### src/rtl/sram_sched_pkg.sv
// Shared definitions for the SRAM scheduler: FSM states, requester ids and
// the latched-request record.
package sram_sched_pkg;

  typedef enum logic [2:0] {
    IDLE     = 3'd0,
    RD       = 3'd1,
    WR_SETUP = 3'd2,
    WR_PULSE = 3'd3,
    WR_HOLD  = 3'd4,
    DONE     = 3'd5
  } state_e;

  localparam logic       REQ_IFU = 1'b0;
  localparam logic       REQ_LSU = 1'b1;
  localparam logic [3:0] BE_IDLE = 4'hF;

  // Everything about the granted access except its address.
  typedef struct packed {
    logic        who;
    logic        we_n;
    logic [3:0]  be_n;
    logic [31:0] wdata;
  } req_t;

endpackage

### src/rtl/sram_sched_wait_cnt.sv
// Wait-state counter: cleared on load, counts up each cycle and flags when
// WAIT_CYC extra cycles have elapsed.
module sram_sched_wait_cnt #(
  parameter int unsigned WAIT_CYC = 1
) (
  input  logic clk,
  input  logic rst,
  input  logic load_i,
  output logic done_o
);

  localparam int unsigned CW = $clog2(WAIT_CYC + 1) + 1;

  logic [CW-1:0] cnt_q, cnt_d;

  assign done_o = (cnt_q == CW'(WAIT_CYC));

  // Load wins; otherwise count up and park on the terminal value.
  always_comb begin
    cnt_d = cnt_q;
    if (load_i)       cnt_d = '0;
    else if (!done_o) cnt_d = cnt_q + CW'(1);
  end

  // Counter register.
  always_ff @(posedge clk) begin
    if (rst) cnt_q <= '0;
    else     cnt_q <= cnt_d;
  end

endmodule

### src/rtl/sram_sched.sv
// Registered scheduler for one async SRAM shared by the IFU and LSU ports.
// RAM pins are registered from the next state so they change cleanly on
// the clock edge that enters each phase.
module sram_sched
  import sram_sched_pkg::*;
#(
  parameter int unsigned WAIT_CYC   = 1,
  parameter int unsigned ADDR_W     = 20,
  parameter int unsigned STARVE_MAX = 2
) (
  input  logic              clk,
  input  logic              rst,
  input  logic              ifu_req_i,
  input  logic [ADDR_W-1:0] ifu_addr_i,
  output logic [31:0]       ifu_rdata_o,
  output logic              ifu_resp_o,
  input  logic              lsu_req_i,
  input  logic              lsu_we_n_i,
  input  logic [ADDR_W-1:0] lsu_addr_i,
  input  logic [3:0]        lsu_be_n_i,
  input  logic [31:0]       lsu_wdata_i,
  output logic [31:0]       lsu_rdata_o,
  output logic              lsu_resp_o,
  output logic [31:0]       ram_wdata_o,
  input  logic [31:0]       ram_rdata_i,
  output logic [ADDR_W-1:0] ram_addr_o,
  output logic [3:0]        ram_be_n_o,
  output logic              ram_ce_n_o,
  output logic              ram_oe_n_o,
  output logic              ram_we_n_o
);

  localparam int unsigned SW = $clog2(STARVE_MAX + 1) + 1;

  state_e            state_q, state_d;
  req_t              req_q, req_d;
  logic [ADDR_W-1:0] addr_q, addr_d;
  logic [SW-1:0]     starve_q, starve_d;
  logic [31:0]       ifu_rdata_q, ifu_rdata_d, lsu_rdata_q, lsu_rdata_d;
  logic              ifu_win, cnt_load, cnt_done;

  logic              ce_n_q, oe_n_q, we_n_q, ce_n_d, oe_n_d, we_n_d;
  logic [3:0]        be_n_q, be_n_d;
  logic [31:0]       wdata_q, wdata_d;
  logic              ifu_resp_q, ifu_resp_d, lsu_resp_q, lsu_resp_d;

  // Counter restarts whenever a timed phase (RD / WR_PULSE) is entered.
  assign cnt_load = (state_d != state_q) && (state_d == RD || state_d == WR_PULSE);

  sram_sched_wait_cnt #(.WAIT_CYC(WAIT_CYC)) u_wait (
    .clk    (clk),
    .rst    (rst),
    .load_i (cnt_load),
    .done_o (cnt_done)
  );

  // Arbitration, request latch, starvation tracking and phase sequencing.
  always_comb begin
    state_d     = state_q;
    req_d       = req_q;
    addr_d      = addr_q;
    starve_d    = starve_q;
    ifu_rdata_d = ifu_rdata_q;
    lsu_rdata_d = lsu_rdata_q;
    // LSU normally wins ties; the IFU gets through once LSU has hogged enough.
    ifu_win     = ifu_req_i && (!lsu_req_i || starve_q == SW'(STARVE_MAX));
    unique case (state_q)
      IDLE: begin
        if (ifu_req_i || lsu_req_i) begin
          addr_d     = ifu_win ? ifu_addr_i : lsu_addr_i;
          req_d.who  = ifu_win ? REQ_IFU : REQ_LSU;
          req_d.we_n = ifu_win ? 1'b1 : lsu_we_n_i;
          req_d.be_n = lsu_be_n_i;
          req_d.wdata = lsu_wdata_i;
          if (ifu_win || !ifu_req_i)               starve_d = '0;
          else if (starve_q != SW'(STARVE_MAX))    starve_d = starve_q + SW'(1);
          state_d = (ifu_win || lsu_we_n_i) ? RD : WR_SETUP;
        end
      end
      RD: begin
        if (cnt_done) begin
          state_d = DONE;
          if (req_q.who == REQ_IFU) ifu_rdata_d = ram_rdata_i;
          else                      lsu_rdata_d = ram_rdata_i;
        end
      end
      WR_SETUP: state_d = WR_PULSE;
      WR_PULSE: if (cnt_done) state_d = WR_HOLD;
      WR_HOLD:  state_d = DONE;
      DONE:     state_d = IDLE;
      default:  state_d = IDLE;
    endcase
  end

  // Pin values for the phase being entered; registered below.
  always_comb begin
    ce_n_d     = 1'b1;
    oe_n_d     = 1'b1;
    we_n_d     = 1'b1;
    be_n_d     = BE_IDLE;
    wdata_d    = '0;
    ifu_resp_d = 1'b0;
    lsu_resp_d = 1'b0;
    unique case (state_d)
      RD: begin
        ce_n_d = 1'b0;
        oe_n_d = 1'b0;
        be_n_d = 4'h0;
      end
      WR_SETUP, WR_PULSE, WR_HOLD: begin
        ce_n_d  = 1'b0;
        we_n_d  = (state_d != WR_PULSE);
        be_n_d  = req_d.be_n;
        wdata_d = req_d.wdata;
      end
      DONE: begin
        ifu_resp_d = (req_d.who == REQ_IFU);
        lsu_resp_d = (req_d.who == REQ_LSU);
      end
      default: ;
    endcase
  end

  // State and output registers.
  always_ff @(posedge clk) begin
    if (rst) begin
      state_q     <= IDLE;
      req_q       <= '{who: REQ_IFU, we_n: 1'b1, be_n: BE_IDLE, wdata: '0};
      addr_q      <= '0;
      starve_q    <= '0;
      ifu_rdata_q <= '0;
      lsu_rdata_q <= '0;
      ce_n_q      <= 1'b1;
      oe_n_q      <= 1'b1;
      we_n_q      <= 1'b1;
      be_n_q      <= BE_IDLE;
      wdata_q     <= '0;
      ifu_resp_q  <= 1'b0;
      lsu_resp_q  <= 1'b0;
    end else begin
      state_q     <= state_d;
      req_q       <= req_d;
      addr_q      <= addr_d;
      starve_q    <= starve_d;
      ifu_rdata_q <= ifu_rdata_d;
      lsu_rdata_q <= lsu_rdata_d;
      ce_n_q      <= ce_n_d;
      oe_n_q      <= oe_n_d;
      we_n_q      <= we_n_d;
      be_n_q      <= be_n_d;
      wdata_q     <= wdata_d;
      ifu_resp_q  <= ifu_resp_d;
      lsu_resp_q  <= lsu_resp_d;
    end
  end

  assign ifu_rdata_o = ifu_rdata_q;
  assign lsu_rdata_o = lsu_rdata_q;
  assign ifu_resp_o  = ifu_resp_q;
  assign lsu_resp_o  = lsu_resp_q;
  assign ram_addr_o  = addr_q;
  assign ram_wdata_o = wdata_q;
  assign ram_be_n_o  = be_n_q;
  assign ram_ce_n_o  = ce_n_q;
  assign ram_oe_n_o  = oe_n_q;
  assign ram_we_n_o  = we_n_q;

endmodule

### config.mk
export PLATFORM = sky130hd
export DESIGN_NAME = sram_sched
export DESIGN_NICKNAME = d
export VERILOG_FILES = /design/src/rtl/sram_sched_pkg.sv /design/src/rtl/sram_sched_wait_cnt.sv /design/src/rtl/sram_sched.sv
export SDC_FILE = /design/constraint.sdc
export NUM_CORES = 1
export LEC_CHECK = 0
export ABC_AREA = 1
export CORE_MARGIN = 1
export CORE_UTILIZATION = 40
export DETAILED_ROUTE_END_ITERATION = 7
export PLACE_DENSITY = 0.74
export SYNTH_ARGS = -nofsm -noshare
export SYNTH_HDL_FRONTEND = slang
export SYNTH_SLANG_ARGS = --single-unit
### constraint.sdc
create_clock -name clk -period 1.66 [get_ports clk]
set_input_delay 0.332 -clock clk [delete_from_list [all_inputs] [get_ports clk]]
set_output_delay 0.332 -clock clk [all_outputs]
set_load 0.005 [all_outputs]
# [Word level (Yosys, flattened, before mapping)]
# Cells that the tools add are included.
[totals] word_cells=72 regBits=171 in_bits=113 output_inout_bits=125
[op_classes] eq_ne=14 n_addsub=2 n_reduce_logical=20 mux=15 bitwise=4
[op_table] operator="two-way mux 38 bit" count=2
[op_table] operator="two-way mux 20 bit" count=1
[op_table] operator="equality test 3 x 2 -> 1 bit, second input constant" count=5
[op_table] operator="two-way mux 3 bit" count=5
[op_table] operator="case mux 3 bit (5 select lines)" count=1
[op_table] operator="equality test 3 bit, second input constant" count=3
[op_table] operator="AND reduction 3 bit" count=3
[op_table] operator="case mux 4 bit (2 select lines)" count=1
[op_table] operator="equality test 3 x 1 -> 1 bit, second input constant" count=2
[op_table] operator="!= test 3 x 2 -> 1 bit, second input constant" count=2
[op_table] operator="OR reduction 2 bit" count=3
[op_table] operator="logical OR 1 bit" count=5
[op_table] operator="two-way mux 1 bit" count=4
[op_table] operator="NOT 1 bit" count=4
[op_table] operator="OR reduction 4 bit" count=1
[op_table] operator="adder 3 x 1 -> 3 bit, second input constant" count=1
[op_table] operator="logical NOT 3 bit" count=1
[op_table] operator="!= test 3 bit" count=1
[op_table] operator="OR reduction 3 bit" count=1
[op_table] operator="adder 2 x 1 -> 2 bit, second input constant" count=1
[op_table] operator="equality test 2 x 1 -> 1 bit, second input constant" count=1
[op_table] operator="logical AND 1 bit" count=2
[op_table] operator="logical NOT 1 bit" count=2
[op_table] operator="two-way mux 2 bit" count=1
[op_table] operator="other kinds (2)" count=2

# [Depth between registers and ports, before layout]
[logic_depth] depth_word=11 mapped_depth=11 depth_no_buf=11

# [By module]
# Synthesis repeated with hierarchy kept, for this count alone.
[unflattened] cells_unflattened=759 area_unflattened_um2=6123.4
[modules_own_cells] module="sram_sched" n_inst=1 cells_per_inst=743 seq_area_each_um2=3363.2 area_per_inst_um2=6005.8
[modules_own_cells] module="sram_sched_wait_cnt" n_inst=1 cells_per_inst=16 seq_area_each_um2=40.0 area_per_inst_um2=117.6

# [Worst setup path after synthesis]
# OpenSTA, ideal clock, no wires.
[synth_path] path_type="flip-flop to flip-flop" start="register u_wait.cnt_q[1]" end="register we_n_q (netlist: ram_we_n_o)" path_slack_ps=199 synth_period_minus_slack_ps=1461 t_arrival_ps=1332 stages_incl_launch_ff=9 t_required_ps=1531 setup_time_ps=129 cell_sequence="dfxtp_1 -> inv_1 -> ha_1 -> inv_1 -> nand4_1 -> and2_1 -> nand3_4 -> buf_4 -> nand3b_1"
[synth_between] elab_chain_len=7
[synth_lines] item="from (decl)" line="sram_sched_wait_cnt.sv:14" text="logic [CW-1:0] cnt_q, cnt_d;"
[synth_lines] item="from (signal assigned)" line="sram_sched_wait_cnt.sv:28" text="else cnt_q <= cnt_d;"
[synth_lines] item="equality test 2 x 1 -> 1 bit (*)" line="sram_sched_wait_cnt.sv:16" text="assign done_o = (cnt_q == CW'(WAIT_CYC));"
[synth_lines] item="two-way mux 3 bit (on tied branches)" line="sram_sched.sv:88, sram_sched.sv:81"
[synth_lines] item="case mux 3 bit (5 select lines) (*)" line="sram_sched.sv:67" text="unique case (state_q)"
[synth_lines] item="equality test 3 x 2 -> 1 bit or equality test 3 bit (tied branches)" line="sram_sched.sv:104" text="unique case (state_d)"
[synth_lines] item="OR reduction 3 bit"
[synth_lines] item="NOT 1 bit (no line)"
[synth_lines] item="OR reduction 2 bit (no line)"
[synth_lines] item="to (signal assigned)" line="sram_sched.sv:149" text="we_n_q <= we_n_d;"
[synth_lines] item="to (decl)" line="sram_sched.sv:42" text="logic ce_n_q, oe_n_q, we_n_q, ce_n_d, oe_n_d, we_n_d;"
# Every way passes the cells marked *; elsewhere a longest branch is shown, timed or not.
# A chain may end at the register's enable or synchronous reset.

# [Final worst setup path]
[layout_path] start="register ifu_rdata_q[29] (netlist: ifu_rdata_o[29])" end="output port ifu_rdata_o[29]"
[layout_lines] item="from (decl)" line="sram_sched.sv:39" text="logic [31:0] ifu_rdata_q, ifu_rdata_d, lsu_rdata_q, lsu_rdata_d;"
[layout_lines] item="from (signal assigned)" line="sram_sched.sv:145" text="ifu_rdata_q <= ifu_rdata_d;"
[layout_lines] item="to (decl)" line="sram_sched.sv:15" text="output logic [31:0] ifu_rdata_o,"
# No word-level cell between the ends.

==> impl_results.md <==
* Power density normalized to cell area at 1580 nW/um2
* Count of H-tree levels built during CTS at 4
* Inserted Clock Buffers at 17
* Hold Crit Start: req_q[35]
* Clock Power Share at about 25%
* Minimum clock period after layout at ~1.6 ns
* Wire length of the first global-routing pass at 26200 um
* Sinks on the clock net at 170
* Cell count after synthesis at between 800 and 900
* Switching fraction of total power at between 30% and 40%
* Area of placed instances at 9050 um2
* Buffer and inverter count on the worst path at 1
* RSZ-0062 raised after global routing: no
* Reported net switching power at slightly below 5 mW
* Total Routing Usage GR at 20.2%
* Die Width at 128 um
* Global Route met1 Usage at 24.3%
* Synth-to-layout area growth at 53.2%
* Final nets at roughly 1200
* Reg-to-reg startpoint: starve_q[0]
* Crit path max-delay family: buffers and inverters
* Crit. path cell count at 1
* Final Wtd Congestion at between 0.7 and 0.8
* Max Clk Rate at slightly above 600 MHz
* Cell with the biggest individual delay on the critical path: sky130_fd_sc_hd__clkdlybuf4s50_1
* Worst-case headroom to the max-slew limit at roughly four fifths
* Mean instance size in the synthesized netlist at 7.80 um2
* Worst Setup End Kind: primary output
* Transition time at the pin with the least slew margin at between 0.2 and 0.3 ns
* Run status: finished clean
* Cell count after placement at 1245
* Count of cells along the worst hold path at 2
* Synth Net Count at 926
* Routed vias/inst at approximately 4.5
* Total iterations of the first detailed-routing run at 7
* Floorplan die area at roughly 16000 um2
* Remaining antenna violation count at 0
* Static leakage power at roughly 4.6 nW
* Number of top-level pins at about 240
* Sink of the worst hold path: req_q[35]
* Required @ worst endpoint at roughly 1.3 ns
* Largest net degree at the start of global routing at 70
* Number of DRC violations after detailed-routing iteration 0 at 288
* Number of global-route vias before repair at between 5000 and 6000
* Non-filler instance count after layout at roughly 1300
* Port Buf Inserts at around 240
* Number of standard-cell rows in the floorplan at 45
* Clock Pin Slew Worst Setup and Hold Paths at roughly 0.06 ns
* Final cell area excluding filler cells at 9690 um2
* Largest fanout on the critical path at 2
* Worst vdd ir at just over 0.9 mV
* Unique masters post-synth at 29
* Initial antenna violation count at 0
* Arrival time reported for the critical path endpoint at 1.28 ns
* Share of the yosys chip area belonging to registers at a little over half
* DRC violation count after routing at 0
* Latest clock arrival within the worst-skew pair at ~0.42 ns
* Nature of the critical path startpoint: flop
* Met2 demand-to-capacity share in global routing at approximately a third
* Layer with the highest usage after global routing: met2
* Number of max-cap violations at 0
* Per-cell routed wire length at 12.9 um
* Depth of the most critical reg-to-reg path at 11
* Leftover overflow at the end of global routing at 0
* Count of vias placed by the detailed router at roughly 5800
* Ys Warns at 0
* Effective utilization at floorplan at roughly 41%
* Type of the setup path with the least slack: flop to primary output
* Class of the most critical hold timing path: flop to flop
* Met3 track utilization from global routing at 7.89%
* Slowest stage delay, CP at about 0.54 ns
* Wire length after detailed routing at between 15000 and 20000 um
* Placed wire-length estimate at 11500 um
* Utilization after layout at a little over three fifths
* Clock Tree Buf Depth at 2
* Die Y at about 130 um
* Max Transition Viols Final at 0
* Slack of the worst reg-to-reg path at 0.14 ns
* Power Total at approximately 15 mW
* Standard cell core area at 15300 um2
* Clock tree from TritonCTS: yes
* Final number of hold-violating endpoints at 0
* Final setup violating endpoints at 0
* Fraction of final layout cells with drive strength greater than 1 at between 10% and 20%
* Cell area after synthesis at 6320 um2
* Worst Skew at roughly 0.008 ns
* Fill cell instance count of the final layout at 1346
* Share of power burned in registers at between 30% and 40%
* Final worst path period share at 97.3%
* Synthesized flop and latch total at 170
* Number of antenna cells inserted at 0
* Cells traversed along the worst timing path: clkdlybuf4s50_1
* Critical R2R Capture: ram_addr_o[6]
* Internal portion of total power at roughly 10 mW
* Combinational Power Share at a little under two fifths
* Root buffer cell: sky130_fd_sc_hd__clkbuf_16
-- cell usage after synthesis (all sizes together) --
cell	count	share of area, %
clkbuf	21	1.3
nand3b	1	0.12
ha	3	0.59
buf	25	2.9
nand2	147	8.8
nand4	2	0.20
o211ai	20	2.4
o22ai	1	0.099
o21ai	68	5.4
nor2	207	13
or2	31	3.1
nand3	38	3.4
and2	1	0.099
dfxtp	170	54
nor3	2	0.32
a21oi	3	0.24
xor2	1	0.14
inv	69	4.1
-- cell type report --
type | instances | area, um2 | share of cell area [%]
repair buffers | 270 | 2770 | 28.5
multi-input cells | 525 | 2410 | 24.9
clock buffers | 19 | 433 | 4.47
inverters | 69 | 260 | 2.69
flip-flops and latches | 170 | 3410 | 35.2
well taps | 211 | 264 | 2.73
clock inverters | 13 | 145 | 1.50
-- power groups by stage --
stage | registers [mW] | logic [mW] | clock network [mW]
floorplan | 5.66 | 3.29 | 0
global route | 5.67 | 6.55 | 4.14
CTS | 5.59 | 5.93 | 3.94
finish | 5.58 | 5.87 | 3.86
detailed placement | 5.66 | 5.86 | 0
global placement | 5.64 | 5.81 | 0
-- logic make-up (layout without fill, tap and decap cells) --
kind of cell | Yosys count | in the layout | share of synthesized area [%]
simple gates | 429 | 429 | 29.0
flops | 170 | 170 | 53.8
buf+inv | 115 | 371 | 8.31
compound gates | 92 | 92 | 8.10
fa+ha+maj | 3 | 3 | 0.594
xor+xnor | 1 | 1 | 0.139
-- registers in the layout (all words and copies together) (netlist names) --
signal        cells
req_q            37
ifu_rdata_o      32
lsu_rdata_o      32
ram_wdata_o      32
ram_addr_o       20
ram_be_n_o        4
starve_q          3
state_q           3
u_wait.cnt_q      2
ifu_resp_o        1
lsu_resp_o        1
ram_ce_n_o        1
ram_oe_n_o        1
ram_we_n_o        1
-- worst min-delay path: cells and delay by family, from the launching register on --
| family | cells | cell delay (ns) |
|---|---|---|
| simple gates | 2 | 0.12 |
| flops | 1 | 0.31 |
-- worst max path at each step --
stage	from	to	slack (ns)
6_report	ifu_rdata_o[29]	ifu_rdata_o[29]	0.04
5_1_grt	ifu_rdata_o[0]	ifu_rdata_o[0]	0.001
4_1_cts	ifu_rdata_o[15]	ifu_rdata_o[15]	0.008
3_5_place_dp	ifu_req_i	ram_wdata_o[6]	-0.27
3_3_place_gp	ifu_req_i	ram_wdata_o[4]	-0.22
2_1_floorplan	u_wait.cnt_q[1]	ram_we_n_o	0.20
-- through the flow --
step,worst slack [ns],setup TNS [ns],hold WS (ns)
after detailed placement,-0.275,-17.33,0.444
after global placement,-0.219,-13.60,0.434
after global routing,0.000950,0,0.496
final,0.0450,0,0.456
after floorplan,0.199,0,0.404
after CTS,0.00820,0,0.458
-- repair_timing --
item / in CTS / in global routing
gates resized for setup: 2 / 22
setup buffers: 0 / 0
hold buffers: 0 / 0
endpoints found under the hold margin: 0 / 0
endpoints found under the setup margin: 20 / 86
-- cell usage in the layout (no fill, tap or decap), types with 8 or more instances in the layout --
cell type / n
sky130_fd_sc_hd__clkdlybuf4s50_1: 222
sky130_fd_sc_hd__nor2_1: 191
sky130_fd_sc_hd__dfxtp_1: 168
sky130_fd_sc_hd__nand2_1: 143
sky130_fd_sc_hd__o21ai_0: 67
sky130_fd_sc_hd__inv_1: 66
sky130_fd_sc_hd__nand3_1: 36
sky130_fd_sc_hd__buf_4: 23
sky130_fd_sc_hd__o211ai_1: 20
sky130_fd_sc_hd__or2_2: 17
sky130_fd_sc_hd__clkbuf_16: 17
sky130_fd_sc_hd__dlymetal6s2s_1: 15
sky130_fd_sc_hd__or2_1: 14
sky130_fd_sc_hd__nor2_2: 14
sky130_fd_sc_hd__buf_12: 8
-- layer usage --
metal	wire, um	vias to the layer above	share of wire (%)
li1	-	2992	-
met1	7180	2574	44
met2	7770	172	47
met3	1230	21	7.5
met4	256	0	1.6
met5	0	-	0
Note: power is estimated with default switching activity, not from simulation.
